**config.mk**
```make
export PLATFORM = sky130hd
export DESIGN_NAME = udt_tx_arbiter
export DESIGN_NICKNAME = d
export VERILOG_FILES = /design/src/rtl/udt_pkg.sv /design/src/rtl/udt_rr_pick.sv /design/src/rtl/udt_tx_arbiter.sv
export SDC_FILE = /design/constraint.sdc
export NUM_CORES = 1
export LEC_CHECK = 0
export BUFFER_PORTS_ARGS = -buffer_cell sky130_fd_sc_hd__buf_2
export CAP_MARGIN = 20
export CORE_ASPECT_RATIO = 0.7
export CORE_MARGIN = 4
export CORE_UTILIZATION = 25
export DETAILED_ROUTE_END_ITERATION = 10
export GPL_TIMING_DRIVEN = 0
export PLACE_DENSITY = 0.62
export SLEW_MARGIN = 0
export SYNTH_ARGS = -nofsm -noshare
export SYNTH_HDL_FRONTEND = slang
export SYNTH_SLANG_ARGS = --single-unit
```
**constraint.sdc**
```tcl
create_clock -name core_clk -period 6.25 [get_ports core_clk]
set_clock_uncertainty 0.2 [all_clocks]
set_input_delay 1.875 -clock core_clk [delete_from_list [all_inputs] [get_ports core_clk]]
set_output_delay 1.875 -clock core_clk [all_outputs]
set_load 0.01 [all_outputs]
```
**src/rtl/udt_pkg.sv**
```systemverilog
// Shared UDT tx arbiter definitions: socket state codes and
// the FSM encoding.
package udt_pkg;

  localparam logic [31:0] UDT_CONNECT = 32'h0000_0001;
  localparam logic [31:0] UDT_CLOSE   = 32'h0000_0002;

  typedef enum logic {
    ARB_IDLE = 1'b0,
    ARB_XFER = 1'b1
  } arb_state_e;

endpackage

```
**src/rtl/udt_rr_pick.sv**
```systemverilog
// Round-robin picker: first set bit of req at or after ptr.
// Ports: req (N), ptr (PW) -> gnt (N, one-hot or zero).
module udt_rr_pick #(
  parameter int N  = 4,
  parameter int PW = $clog2(N)
) (
  input  logic [N-1:0]  req,
  input  logic [PW-1:0] ptr,
  output logic [N-1:0]  gnt
);

  logic [PW-1:0] idx;
  logic          found;

  always_comb begin
    gnt   = '0;
    idx   = '0;
    found = 1'b0;
    for (int i = 0; i < N; i++) begin
      idx = PW'((int'(ptr) + i) % N);
      if (!found && req[idx]) begin
        gnt[idx] = 1'b1;
        found    = 1'b1;
      end
    end
  end

endmodule

```
**src/rtl/udt_tx_arbiter.sv**
```systemverilog
// Packet arbiter: N_REQ UDT-enabled AXIS streams onto one tx port.
// Ports: core_clk/core_rst, s_t*_i/s_tready_o per requester,
// m_t* shared tx, udt_state_i/state_sel_i/state_valid_i enable
// updates, grant_o one-hot grant, timeout_o stall-release pulse.
// Stall release is built only with UDT_TX_ARB_TIMEOUT_EN.
module udt_tx_arbiter
  import udt_pkg::*;
#(
  parameter int          N_REQ   = 4,
  parameter int          DATA_W  = 32,
  parameter logic [31:0] CONNECT = UDT_CONNECT,
  parameter logic [31:0] CLOSE   = UDT_CLOSE,
  parameter int          TIMEOUT = 1024
) (
  input  logic                    core_clk,
  input  logic                    core_rst,
  input  logic [N_REQ-1:0]        s_tvalid_i,
  input  logic [N_REQ*DATA_W-1:0] s_tdata_i,
  input  logic [N_REQ-1:0]        s_tlast_i,
  output logic [N_REQ-1:0]        s_tready_o,
  output logic                    m_tvalid_o,
  output logic [DATA_W-1:0]       m_tdata_o,
  output logic                    m_tlast_o,
  input  logic                    m_tready_i,
  input  logic [31:0]             udt_state_i,
  input  logic [2:0]              state_sel_i,
  input  logic                    state_valid_i,
  output logic [N_REQ-1:0]        grant_o,
  output logic                    timeout_o
);

  localparam int PW = $clog2(N_REQ);

  if (N_REQ < 2 || N_REQ > 8 || TIMEOUT < 1) begin : g_bad_cfg
    $error("udt_tx_arbiter: unsupported N_REQ/TIMEOUT");
  end

  arb_state_e       state;
  logic [N_REQ-1:0] en;
  logic [N_REQ-1:0] elig;
  logic [N_REQ-1:0] pick;
  logic [PW-1:0]    rr_ptr;
  logic [PW-1:0]    gidx;
  logic [PW-1:0]    nxt_ptr;
  logic             hs;

  // Enables are registered, so a CONNECT seen together with
  // valid only makes the requester eligible next cycle.
  always_ff @(posedge core_clk or posedge core_rst) begin
    if (core_rst) begin
      en <= '0;
    end else if (state_valid_i) begin
      for (int k = 0; k < N_REQ; k++) begin
        if (state_sel_i == 3'(k)) begin
          if (udt_state_i == CONNECT)
            en[k] <= 1'b1;
          else if (udt_state_i == CLOSE)
            en[k] <= 1'b0;
        end
      end
    end
  end

  assign elig = s_tvalid_i & en;

  udt_rr_pick #(
    .N  (N_REQ),
    .PW (PW)
  ) u_pick (
    .req (elig),
    .ptr (rr_ptr),
    .gnt (pick)
  );

  // grant_o is zero in IDLE, so it alone gates the datapath.
  always_comb begin
    m_tdata_o = '0;
    gidx      = '0;
    for (int k = 0; k < N_REQ; k++) begin
      if (grant_o[k]) begin
        m_tdata_o = s_tdata_i[k*DATA_W +: DATA_W];
        gidx      = PW'(k);
      end
    end
  end

  assign m_tvalid_o = |(grant_o & s_tvalid_i);
  assign m_tlast_o  = |(grant_o & s_tlast_i);
  assign s_tready_o = grant_o & {N_REQ{m_tready_i}};
  assign hs         = m_tvalid_o & m_tready_i;
  assign nxt_ptr    = (gidx == PW'(N_REQ - 1)) ? '0
                                               : gidx + PW'(1);

`ifdef UDT_TX_ARB_TIMEOUT_EN
  localparam int CW = $clog2(TIMEOUT + 1);

  logic [CW-1:0] stall;
  logic          stall_hit;

  assign stall_hit = !hs && (stall == CW'(TIMEOUT - 1));

  always_ff @(posedge core_clk or posedge core_rst) begin
    if (core_rst) begin
      state     <= ARB_IDLE;
      grant_o   <= '0;
      rr_ptr    <= '0;
      stall     <= '0;
      timeout_o <= 1'b0;
    end else begin
      timeout_o <= 1'b0;
      unique case (state)
        ARB_IDLE: begin
          stall <= '0;
          if (|elig) begin
            grant_o <= pick;
            state   <= ARB_XFER;
          end
        end
        ARB_XFER: begin
          if (hs && m_tlast_o) begin
            state   <= ARB_IDLE;
            grant_o <= '0;
            rr_ptr  <= nxt_ptr;
            stall   <= '0;
          end else if (hs) begin
            stall <= '0;
          end else if (stall_hit) begin
            state     <= ARB_IDLE;
            grant_o   <= '0;
            rr_ptr    <= nxt_ptr;
            stall     <= '0;
            timeout_o <= 1'b1;
          end else begin
            stall <= stall + CW'(1);
          end
        end
      endcase
    end
  end
`else
  assign timeout_o = 1'b0;

  always_ff @(posedge core_clk or posedge core_rst) begin
    if (core_rst) begin
      state   <= ARB_IDLE;
      grant_o <= '0;
      rr_ptr  <= '0;
    end else begin
      unique case (state)
        ARB_IDLE: begin
          if (|elig) begin
            grant_o <= pick;
            state   <= ARB_XFER;
          end
        end
        ARB_XFER: begin
          if (hs && m_tlast_o) begin
            state   <= ARB_IDLE;
            grant_o <= '0;
            rr_ptr  <= nxt_ptr;
          end
        end
      endcase
    end
  end
`endif

endmodule

```
==> reports/qor.yml <==
routing:
  viasPerCell: 5.278
  num_vias: 3061
  ant_nets: 0
  wl_per_cell_um: 16.40
  first_pass_iters: 5
  totalWireLength_um: 9512
  drt_drc_violations_left: 0
  drtIter0Drc: 286
clock_network:
  cts_setup_buffers: 0
  path_clk_slew_ns: 0.05
  tritoncts: "done"
  htree_levels: 1
  insertion_delay_ns: 0.25
  ctsResizeCount: 0
  cts_root_buffer: "clkbuf_8"
  cts.sinks: 11
  clockBufferDepth: 2
  cts-buffers-inserted: 3
  hold_buffers: 0
status:
  status: "finished, final reports clean"
sta:
  maxSlewViolCount: 0
  rsz0062_at_grt: "no"
  tightest_slew_ns: 0.5946
  final_hold_viol_count: 0
  timing.fmax_mhz: 210.0
  tns_ns: 0
  setup_viol: 0
  relSlewSlack: 0.6017
  finalWorstSetupSlack_ns: 1.487
  fin_crit_sh: 0.7621
  period_needed_ns: 4.763
worst_hold_path:
  min_to: "en[2]"
  hold-path-cell-count: 1
  hold_start: "en[2]"
  hold_class: "reg2reg"
floorplanning:
  die_h_um: 80.28
  initial_utilization: 0.2560
  fp.coreArea_mm2: 0.007287
  die_w_um: 111.3
  dieArea_mm2: 0.008931
  ios: 218
  row_count: 26
pwr:
  ir_worst_vdd_uv: 71.62
  p_leak_nw: 1.636
  swShare: 0.2518
  p_clk_frac: 0.361
  power_frac_seq: 0.342
  intPower_mw: 0.1559
  p_sw_mw: 0.05245
  p_per_area_mw_per_mm2: 66.89
  combPwrFrac: 0.296
critical_path:
  cp.required_ns: 4.18
  r2r_start: "rr_ptr[0]"
  critPathMaxFanout: 1
  critPathKind: "in2out"
  r2r_cells: 7
  arrival_ns: 2.69
  r2r_end: "grant_o[3]"
  crit_path_start_kind: "primary input"
  r2r_slack_ns: 3.63
  endpoint_kind: "primary output"
synth:
  ys_seq_area_frac: 0.1476
  syn_avg_cell_area_um2: 7.120
  ys_types: 36
  synth_nets: 445
  ys_seq_elements: 11
  netlist_area_mm2: 0.001866
  syn_inst: 262
  ys_warn_count: 0
layout:
  syn_to_final_growth_pct: 66.94
  final_cell_mix: "buf_2 (218), o21ai_1 (63), nand2_1 (42), a221o_1 (32), clkbuf_1 (17)"
  final_area_mm2: 0.003114
  final_common_cell: "buf_2"
  num-fill-cells: 775
  final_util: 0.4274
  drive_gt1_frac: 0.4730
  fin_nets: 666
  antennaDiodeCount: 0
placed_design:
  dp_hpwl_um: 7954
  numPortBuffers: 216
  placed_area_mm2: 0.003069
  dp_slack_ns: 1.511
  place.gp.congestion: 0.9360
global_route:
  groute.usage.overall: 0.1878
  globalRouteOverflowTotal: 0
  grt_max_degree: 12
  antenna_found_initial: 0
  first_global_vias: 2697
  grt_pass1_wl_um: 14030
run:
  cap_viol_max_count: 0
how the worst max path moves through the flow:
stage          slack, ns            end  cells past startpoint           from
2_1_floorplan       1.81  m_tdata_o[23]                      3  s_tdata_i[55]
3_3_place_gp        1.52   m_tdata_o[2]                      5  s_tdata_i[34]
3_5_place_dp        1.51   m_tdata_o[2]                      5  s_tdata_i[34]
4_1_cts             1.51   m_tdata_o[2]                      5  s_tdata_i[34]
5_1_grt             1.43   m_tdata_o[2]                      5  s_tdata_i[34]
6_report            1.49   m_tdata_o[2]                      5  s_tdata_i[34]
registers in the layout, indices dropped and copies added, names as in the netlist:
register / flops
rr_ptr: 2
en: 4
state: 1
grant_o: 4
metal layers:
| metal | GRT usage | wire (µm) | vias up |
|---|---|---|---|
| li1 | - | - | 1465 |
| met1 | 0.2575 | 3972 | 1428 |
| met2 | 0.3087 | 4729 | 154 |
| met3 | 0.03238 | 687 | 14 |
| met4 | 0.04253 | 122 | 0 |
| met5 | 0 | 0 | - |
cell usage after synthesis:
cell type	count	area, µm²
buf_2	2	10.01
and3_1	5	31.28
clkbuf_1	16	60.06
o31ai_1	1	7.510
and2_0	1	6.260
and2_1	6	37.54
dfrtp_1	11	275.3
nand4b_1	2	17.52
nand4_1	3	18.77
conb_1	1	3.750
buf_4	1	7.510
nor4_1	7	43.79
nand3_1	5	25.02
a221o_1	32	320.3
nor2_2	1	6.260
o21ai_0	1	5.000
and2_4	1	8.760
a222oi_1	4	40.04
o32ai_2	1	16.27
mux2_1	5	56.30
mux4_2	2	45.04
inv_1	3	11.26
o41a_1	1	11.26
buf_1	5	18.77
inv_2	1	3.750
xor2_1	1	8.760
a31oi_1	5	31.28
nor4b_1	1	8.760
a22oi_1	5	37.54
nor2b_1	2	12.51
ha_1	8	100.1
a21oi_1	9	45.04
mux2i_1	5	50.05
o21ai_1	63	315.3
nand2_1	42	157.7
nor2_1	3	11.26
layout make-up:
class | instances | area (µm²) | share of cell area
Tap cell | 98 | 122.6 | 0.03937
Buffer | 24 | 96.34 | 0.03094
Sequential cell | 11 | 275.3 | 0.08839
Multi-Input combinational cell | 223 | 1479 | 0.4749
Timing Repair Buffer | 216 | 1081 | 0.3471
Clock buffer | 4 | 45.04 | 0.01446
Inverter | 4 | 15.01 | 0.004821
critical path, cell delays in order:
cell     delay [ns]
buf_2          0.10
a221o_1        0.33
o21ai_1        0.09
o21ai_1        0.12
buf_2          0.18
kinds of logic (layout without fill, tap and decap cells):
logic type | count (synthesis) | after routing | synth area share
AOI/OAI and AO/OA | 122 | 122 | 0.4447
xor gates and xnor gates | 1 | 1 | 0.004696
adders and majority gates | 8 | 8 | 0.05366
buffers and inverters | 28 | 248 | 0.05969
DFF | 11 | 11 | 0.1475
muxes | 12 | 12 | 0.08115
other | 1 | 1 | 0.002010
and+or+nand+nor | 79 | 79 | 0.2066
per-stage QoR:
stage	hold slack, ns	instances	power [mW]
3_3_place_gp	0.3058	576	0.1321
5_1_grt	0.3662	580	0.2177
3_5_place_dp	0.3168	576	0.1337
2_1_floorplan	0.2782	262	0.07649
6_report	0.3325	580	0.2083
4_1_cts	0.3376	580	0.2076
power by group through the flow:
| stage | Sequential (mW) | Clock, mW | Combinational, mW |
|---|---|---|---|
| after floorplan | 0.0725 | 0 | 0.00397 |
| after global placement | 0.0725 | 0 | 0.0596 |
| after detailed placement | 0.0725 | 0 | 0.0612 |
| after CTS | 0.0713 | 0.0748 | 0.0615 |
| after global routing | 0.0712 | 0.0788 | 0.0677 |
| final | 0.0713 | 0.0753 | 0.0617 |
(Power assumes the default switching activity.)
